[config.mk]
export PLATFORM = sky130hd
export DESIGN_NAME = ro_response_collector
export DESIGN_NICKNAME = d
export VERILOG_FILES = /design/src/rtl/ro_puf_pkg.sv /design/src/rtl/majority_sampler.sv /design/src/rtl/ro_response_collector.sv
export SDC_FILE = /design/constraint.sdc
export NUM_CORES = 1
export LEC_CHECK = 0
export CELL_PAD_IN_SITES_DETAIL_PLACEMENT = 1
export CELL_PAD_IN_SITES_GLOBAL_PLACEMENT = 1
export CORE_UTILIZATION = 41
export CTS_CLUSTER_SIZE = 24
export DETAILED_ROUTE_END_ITERATION = 10
export PLACE_DENSITY = 0.77
export SETUP_SLACK_MARGIN = 0.4
export SYNTH_ARGS = -nofsm -noshare
export SYNTH_HDL_FRONTEND = slang
export SYNTH_HIERARCHICAL = 1
export SYNTH_SLANG_ARGS = --single-unit
[constraint.sdc]
create_clock -name clk -period 1.7 [get_ports clk]
set_clock_uncertainty 0.05 [all_clocks]
set_input_delay 0.34 -clock clk [delete_from_list [all_inputs] [get_ports clk]]
set_output_delay 0.34 -clock clk [all_outputs]
set_load 0.02 [all_outputs]
[src/rtl/ro_puf_pkg.sv]
// rtl/ro_puf_pkg.sv - shared defaults and FSM encoding for the RO response collector
package ro_puf_pkg;

    localparam int DEF_CHAL_W     = 2;
    localparam int DEF_RESP_BITS  = 8;
    localparam int DEF_SETTLE_CYC = 16;
    localparam int DEF_VOTES      = 3;

    typedef logic [2:0] state_t;

    localparam state_t ST_IDLE   = 3'd0;
    localparam state_t ST_SETTLE = 3'd1;
    localparam state_t ST_SAMPLE = 3'd2;
    localparam state_t ST_SHIFT  = 3'd3;
    localparam state_t ST_DONE   = 3'd4;

endpackage

[src/rtl/majority_sampler.sv]
// rtl/majority_sampler.sv - counts ones in Q over a vote window and registers the majority decision
module majority_sampler #(
    parameter int VOTES = 3
) (
    input  logic                         clk,
    input  logic                         rst_n,
    input  logic                         clr,
    input  logic                         en,
    input  logic                         q_in,
    output logic [$clog2(VOTES+1)-1:0]   ones,
    output logic                         decision
);

    localparam int CW = $clog2(VOTES + 1);
    localparam logic [CW-1:0] HALF = CW'(VOTES / 2);

    logic [CW-1:0] ones_next;

    assign ones_next = ones + CW'(q_in);

    // Accumulate ones while enabled; decision tracks the running majority so it is final after the last vote
    always_ff @(posedge clk or negedge rst_n) begin
        if (!rst_n) begin
            ones     <= '0;
            decision <= 1'b0;
        end else if (clr) begin
            ones     <= '0;
            decision <= 1'b0;
        end else if (en) begin
            ones     <= ones_next;
            decision <= (ones_next > HALF);
        end
    end

endmodule

[src/rtl/ro_response_collector.sv]
// rtl/ro_response_collector.sv - RO challenge sequencer, Q majority vote and response word builder
module ro_response_collector
    import ro_puf_pkg::*;
#(
    parameter int CHAL_W     = DEF_CHAL_W,
    parameter int RESP_BITS  = DEF_RESP_BITS,
    parameter int SETTLE_CYC = DEF_SETTLE_CYC,
    parameter int VOTES      = DEF_VOTES
) (
    input  logic                 clk,
    input  logic                 rst_n,
    input  logic                 start,
    input  logic                 clear,
    input  logic [CHAL_W-1:0]    chal_base,
    input  logic                 q_in,
    output logic [CHAL_W-1:0]    check_out,
    output logic                 busy,
    output logic                 resp_valid,
    input  logic                 resp_ready,
    output logic [RESP_BITS-1:0] resp_data
);

    localparam int SW = $clog2(SETTLE_CYC + 1);
    localparam int VW = $clog2(VOTES + 1);
    localparam int BW = $clog2(RESP_BITS);
    localparam logic [SW-1:0] SETTLE_LAST = SW'(SETTLE_CYC - 1);
    localparam logic [VW-1:0] VOTE_LAST   = VW'(VOTES - 1);
    localparam logic [BW-1:0] BIT_LAST    = BW'(RESP_BITS - 1);

    state_t            state;
    logic [CHAL_W-1:0] chal_idx;
    logic [SW-1:0]     settle_cnt;
    logic [VW-1:0]     vote_cnt;
    logic [BW-1:0]     bit_cnt;
    logic              sampler_clr;
    logic              sampler_en;
    logic              vote_bit;
    logic [VW-1:0]     ones_unused;

    // The sampler is held clear outside a vote window so each bit starts from zero ones
    assign sampler_clr = clear || (state == ST_IDLE) || (state == ST_SHIFT);
    assign sampler_en  = (state == ST_SAMPLE);
    assign busy        = (state != ST_IDLE);
    assign resp_valid  = (state == ST_DONE);

    majority_sampler #(
        .VOTES(VOTES)
    ) u_sampler (
        .clk      (clk),
        .rst_n    (rst_n),
        .clr      (sampler_clr),
        .en       (sampler_en),
        .q_in     (q_in),
        .ones     (ones_unused),
        .decision (vote_bit)
    );

    // Word sequencer: settle on a challenge, vote on Q, shift the decided bit, repeat per bit
    always_ff @(posedge clk or negedge rst_n) begin
        if (!rst_n) begin
            state      <= ST_IDLE;
            chal_idx   <= '0;
            check_out  <= '0;
            settle_cnt <= '0;
            vote_cnt   <= '0;
            bit_cnt    <= '0;
            resp_data  <= '0;
        end else if (clear) begin
            state      <= ST_IDLE;
            chal_idx   <= '0;
            settle_cnt <= '0;
            vote_cnt   <= '0;
            bit_cnt    <= '0;
            resp_data  <= '0;
        end else begin
            case (state)
                ST_IDLE: begin
                    if (start) begin
                        chal_idx   <= chal_base;
                        check_out  <= chal_base;
                        settle_cnt <= '0;
                        vote_cnt   <= '0;
                        bit_cnt    <= '0;
                        resp_data  <= '0;
                        state      <= ST_SETTLE;
                    end
                end
                ST_SETTLE: begin
                    if (settle_cnt == SETTLE_LAST) begin
                        settle_cnt <= '0;
                        state      <= ST_SAMPLE;
                    end else begin
                        settle_cnt <= settle_cnt + SW'(1);
                    end
                end
                ST_SAMPLE: begin
                    if (vote_cnt == VOTE_LAST) begin
                        vote_cnt <= '0;
                        state    <= ST_SHIFT;
                    end else begin
                        vote_cnt <= vote_cnt + VW'(1);
                    end
                end
                ST_SHIFT: begin
                    resp_data <= {resp_data[RESP_BITS-2:0], vote_bit};
                    chal_idx  <= chal_idx + CHAL_W'(1);
                    check_out <= chal_idx + CHAL_W'(1);
                    bit_cnt   <= bit_cnt + BW'(1);
                    state     <= (bit_cnt == BIT_LAST) ? ST_DONE : ST_SETTLE;
                end
                ST_DONE: begin
                    if (resp_ready) begin
                        state <= ST_IDLE;
                    end
                end
                default: state <= ST_IDLE;
            endcase
        end
    end

endmodule

==> impl_metrics.json <==
{
  "path_cells": "or3_4 -> buf_6",
  "post_route_drc": 0,
  "synthDistinctLibCells": 36,
  "static-leakage-power_uw": 0.0009658,
  "yosys_register_bits": 28,
  "wire_per_inst_um": 21.86,
  "vias_in_the_first_global_route": 1300,
  "cp_slowest_cell": "sky130_fd_sc_hd__dfrtp_2",
  "holdWs_ns": 0.3211,
  "globalRouteOverflowTotal": 0,
  "timing.max_cap.violations": 0,
  "cp_bufs_invs": 1,
  "p_per_area_nw_per_um2": 737.1,
  "tritoncts": "yes",
  "layout_setup_ws_ns": -0.05386,
  "final-max-slew-violation-count": 0,
  "grt_max_degree": 29,
  "cts.htree.levels": 1,
  "synth_net_count": 138,
  "core_region_area_um2": 3103,
  "violated_checks": "setup timing",
  "final_layout_size_suffix_gt1_frac": 0.5172,
  "clkTransAtPathRegs_ns": 0.17,
  "drt_pass1_iterations": 4,
  "tightest_slew_ns": 0.4510,
  "hold_viol": 0,
  "synth_ff_type": "sky130_fd_sc_hd__dfrtp_1",
  "globalplace.congestion": 0.7523,
  "cp_max_fo": 4,
  "initialDrtViolationCount": 52,
  "report.final.setup_viol": 4,
  "number_of_enable_flip_flop_cells_after_synthesis": 0,
  "worstPathRequired_ns": 1.31,
  "async_reset_ff_frac": 1.000,
  "antenna_found_initial": 0,
  "synthToLayoutAreaGrowth_pct": 54.90,
  "run_status": "complete, but fails checks",
  "die_area_um2": 3564,
  "ant_nets": 0,
  "final_period_minus_worst_setup_slack_ns": 1.754,
  "critPathLaunchType": "flip-flop",
  "dp.final_hpwl_mm": 2.198,
  "insertion_delay_ns": 0.36,
  "finish.net_count": 187,
  "cp_slowest_stage_delay_ns": 0.47,
  "floorplan.initialDensity": 0.4399,
  "antenna_cells": 0,
  "grt_use_total": 0.2656,
  "port-buffer-count": 19,
  "max_clock_freq_mhz": 570.2,
  "hold_path.class": "input port to async pin",
  "setup.worst_path.class": "flip-flop to output port",
  "horiz_die_dim_um": 59.70,
  "synth-seq-area-share": 0.5133,
  "via_count": 1228,
  "max-vdd-ir-drop_mv": 0.4436,
  "utilization": 0.6815,
  "syn_area_per_cell_um2": 10.83,
  "wl_mm": 4.766,
  "grt_first_pass_wirelength_mm": 6.734,
  "io_pins": 20,
  "synthesis.yosys.warnings": 6,
  "maxSlewHeadroom": 0.6993,
  "cell_at_the_root_of_the_clock_tree": "sky130_fd_sc_hd__clkbuf_4",
  "arrival_ns": 1.36,
  "synth_area_um2": 1365,
  "final_layout_fill_cell_count": 331,
  "timing.critical_path.max_delay_family": "flip-flops",
  "timing.final.crit_share": 1.032,
  "cts_num_sinks": 28,
  "grt_setup_unrepaired": "true",
  "cts.hold.buffers_added": 0,
  "rows": 20,
  "tritoncts.num_buffers": 3,
  "floorplan.die.height_um": 59.70,
  "seq_area_um2": 703.2,
  "multi_input_area_um2": 802.0,
  "cp_endpoint_kind": "output port",
  "postSynthCellCount": 126,
  "route.detailed.vias_per_inst": 5.633,
  "clockBufferDepth": 2
}
==> per-stage QoR <==
stage / total power [uW] / std cells / setup slack, ns / TNS, ns / cell area [um^2]
CTS: 1454 / 213 / -0.01158 / -0.01158 / 1941
floorplan: 860.3 / 126 / 0.2507 / 0 / 1386
global route: 1607 / 218 / -0.07836 / -0.1981 / 2115
global placement: 946.8 / 192 / -0.1877 / -2.428 / 1667
detailed placement: 960.2 / 192 / -0.2389 / -3.431 / 1667
finish: 1559 / 218 / -0.05386 / -0.09970 / 2115
==> cell usage after synthesis (3+ instances only) <==
cell                       n  area share
sky130_fd_sc_hd__ha_1      4       0.037
sky130_fd_sc_hd__inv_1     6       0.016
sky130_fd_sc_hd__a22o_1   11       0.071
sky130_fd_sc_hd__buf_2     3       0.011
sky130_fd_sc_hd__o31ai_1   3       0.016
sky130_fd_sc_hd__dfrtp_1  28        0.51
sky130_fd_sc_hd__nand2_1   7       0.019
sky130_fd_sc_hd__o21ai_1   6       0.022
sky130_fd_sc_hd__buf_6     3       0.025
sky130_fd_sc_hd__and2_1    4       0.018
sky130_fd_sc_hd__a21oi_1   7       0.026
sky130_fd_sc_hd__nor2_1   12       0.033
==> path summary, 6_finish.rpt <==
check | depth (start not counted) | slack (ns) | endpoint | start
hold reg to reg | 1 | 0.47 | vote_cnt[0] | vote_cnt[0]
setup reg to reg | 6 | -0.03 | bit_cnt[0] | state[0]
hold / removal | 2 | 0.32 | chal_idx[0] | rst_n
setup / recovery | 2 | -0.05 | busy | state[0]
min in group clk | 1 | 0.47 | vote_cnt[0] | vote_cnt[0]
max in group asynchronous | 2 | 0.99 | state[0] | rst_n
==> state kept, by name, summed over array words and instances, names as in the netlist <==
register,count
vote_cnt,2
u_sampler/ones,2
state,3
bit_cnt,3
u_sampler/decision,1
check_out,2
resp_data,8
chal_idx,2
settle_cnt,5
==> layout by cell type, fill, tap and decap left out, drive strengths merged, types with 4 or more instances in the layout <==
cell / synthesis / layout
buf: 6 / 43
dfrtp: 28 / 28
nor2: 12 / 12
a22o: 11 / 11
o21ai: 8 / 8
a21oi: 7 / 7
nand2: 7 / 7
clkdlybuf4s50: 0 / 6
inv: 6 / 6
and2: 4 / 4
ha: 4 / 4
==> cell type report <==
cell class | instances | area share
multi-input cells | 86 | 0.3793
flip-flops and latches | 28 | 0.3325
repair buffers | 50 | 0.2266
well taps | 44 | 0.02604
clock inverters | 1 | 0.01420
clock buffers | 3 | 0.01065
inverters | 6 | 0.01065
==> cell families after synthesis <==
kind of cell | Yosys count | synth area share
buffers and inverters | 13 | 0.05499
AO/OA/AOI/OAI | 39 | 0.2071
multiplexers | 3 | 0.02291
AND/OR/NAND/NOR | 36 | 0.1457
adder cells (fa/ha/maj) | 4 | 0.03667
flip-flops | 28 | 0.5133
XOR/XNOR | 3 | 0.01925
==> where the power goes <==
part | leakage [uW] | total (uW) | internal [uW] | switching, uW
Clock | 0.0000279 | 470 | 239 | 231
Combinational | 0.000556 | 368 | 185 | 184
Sequential | 0.000382 | 720 | 694 | 26.9
==> repair_timing <==
action,CTS,global route
setup endpoints to repair,40,40
setup buffers,16,5
pin swaps,18,23
gates cloned,1,0
gates resized for setup,94,37
==> metal layers <==
layer | track usage | wire length, um | up-vias
met5 | 0 | 0 | -
met4 | 0.1163 | 108 | 0
met3 | 0.03680 | 190 | 9
met2 | 0.4603 | 2461 | 30
met1 | 0.3278 | 2005 | 641
li1 | - | - | 548
==> worst register-to-register path, delay by kind of cell (launching register included) <==
kind,cells,cell delay (ns)
AND/OR/NAND/NOR,2,0.37
AO/OA/AOI/OAI,1,0.23
buffers and inverters,2,0.26
multiplexers,1,0.26
flip-flops,1,0.47
Power figures use the tool's default switching activity.
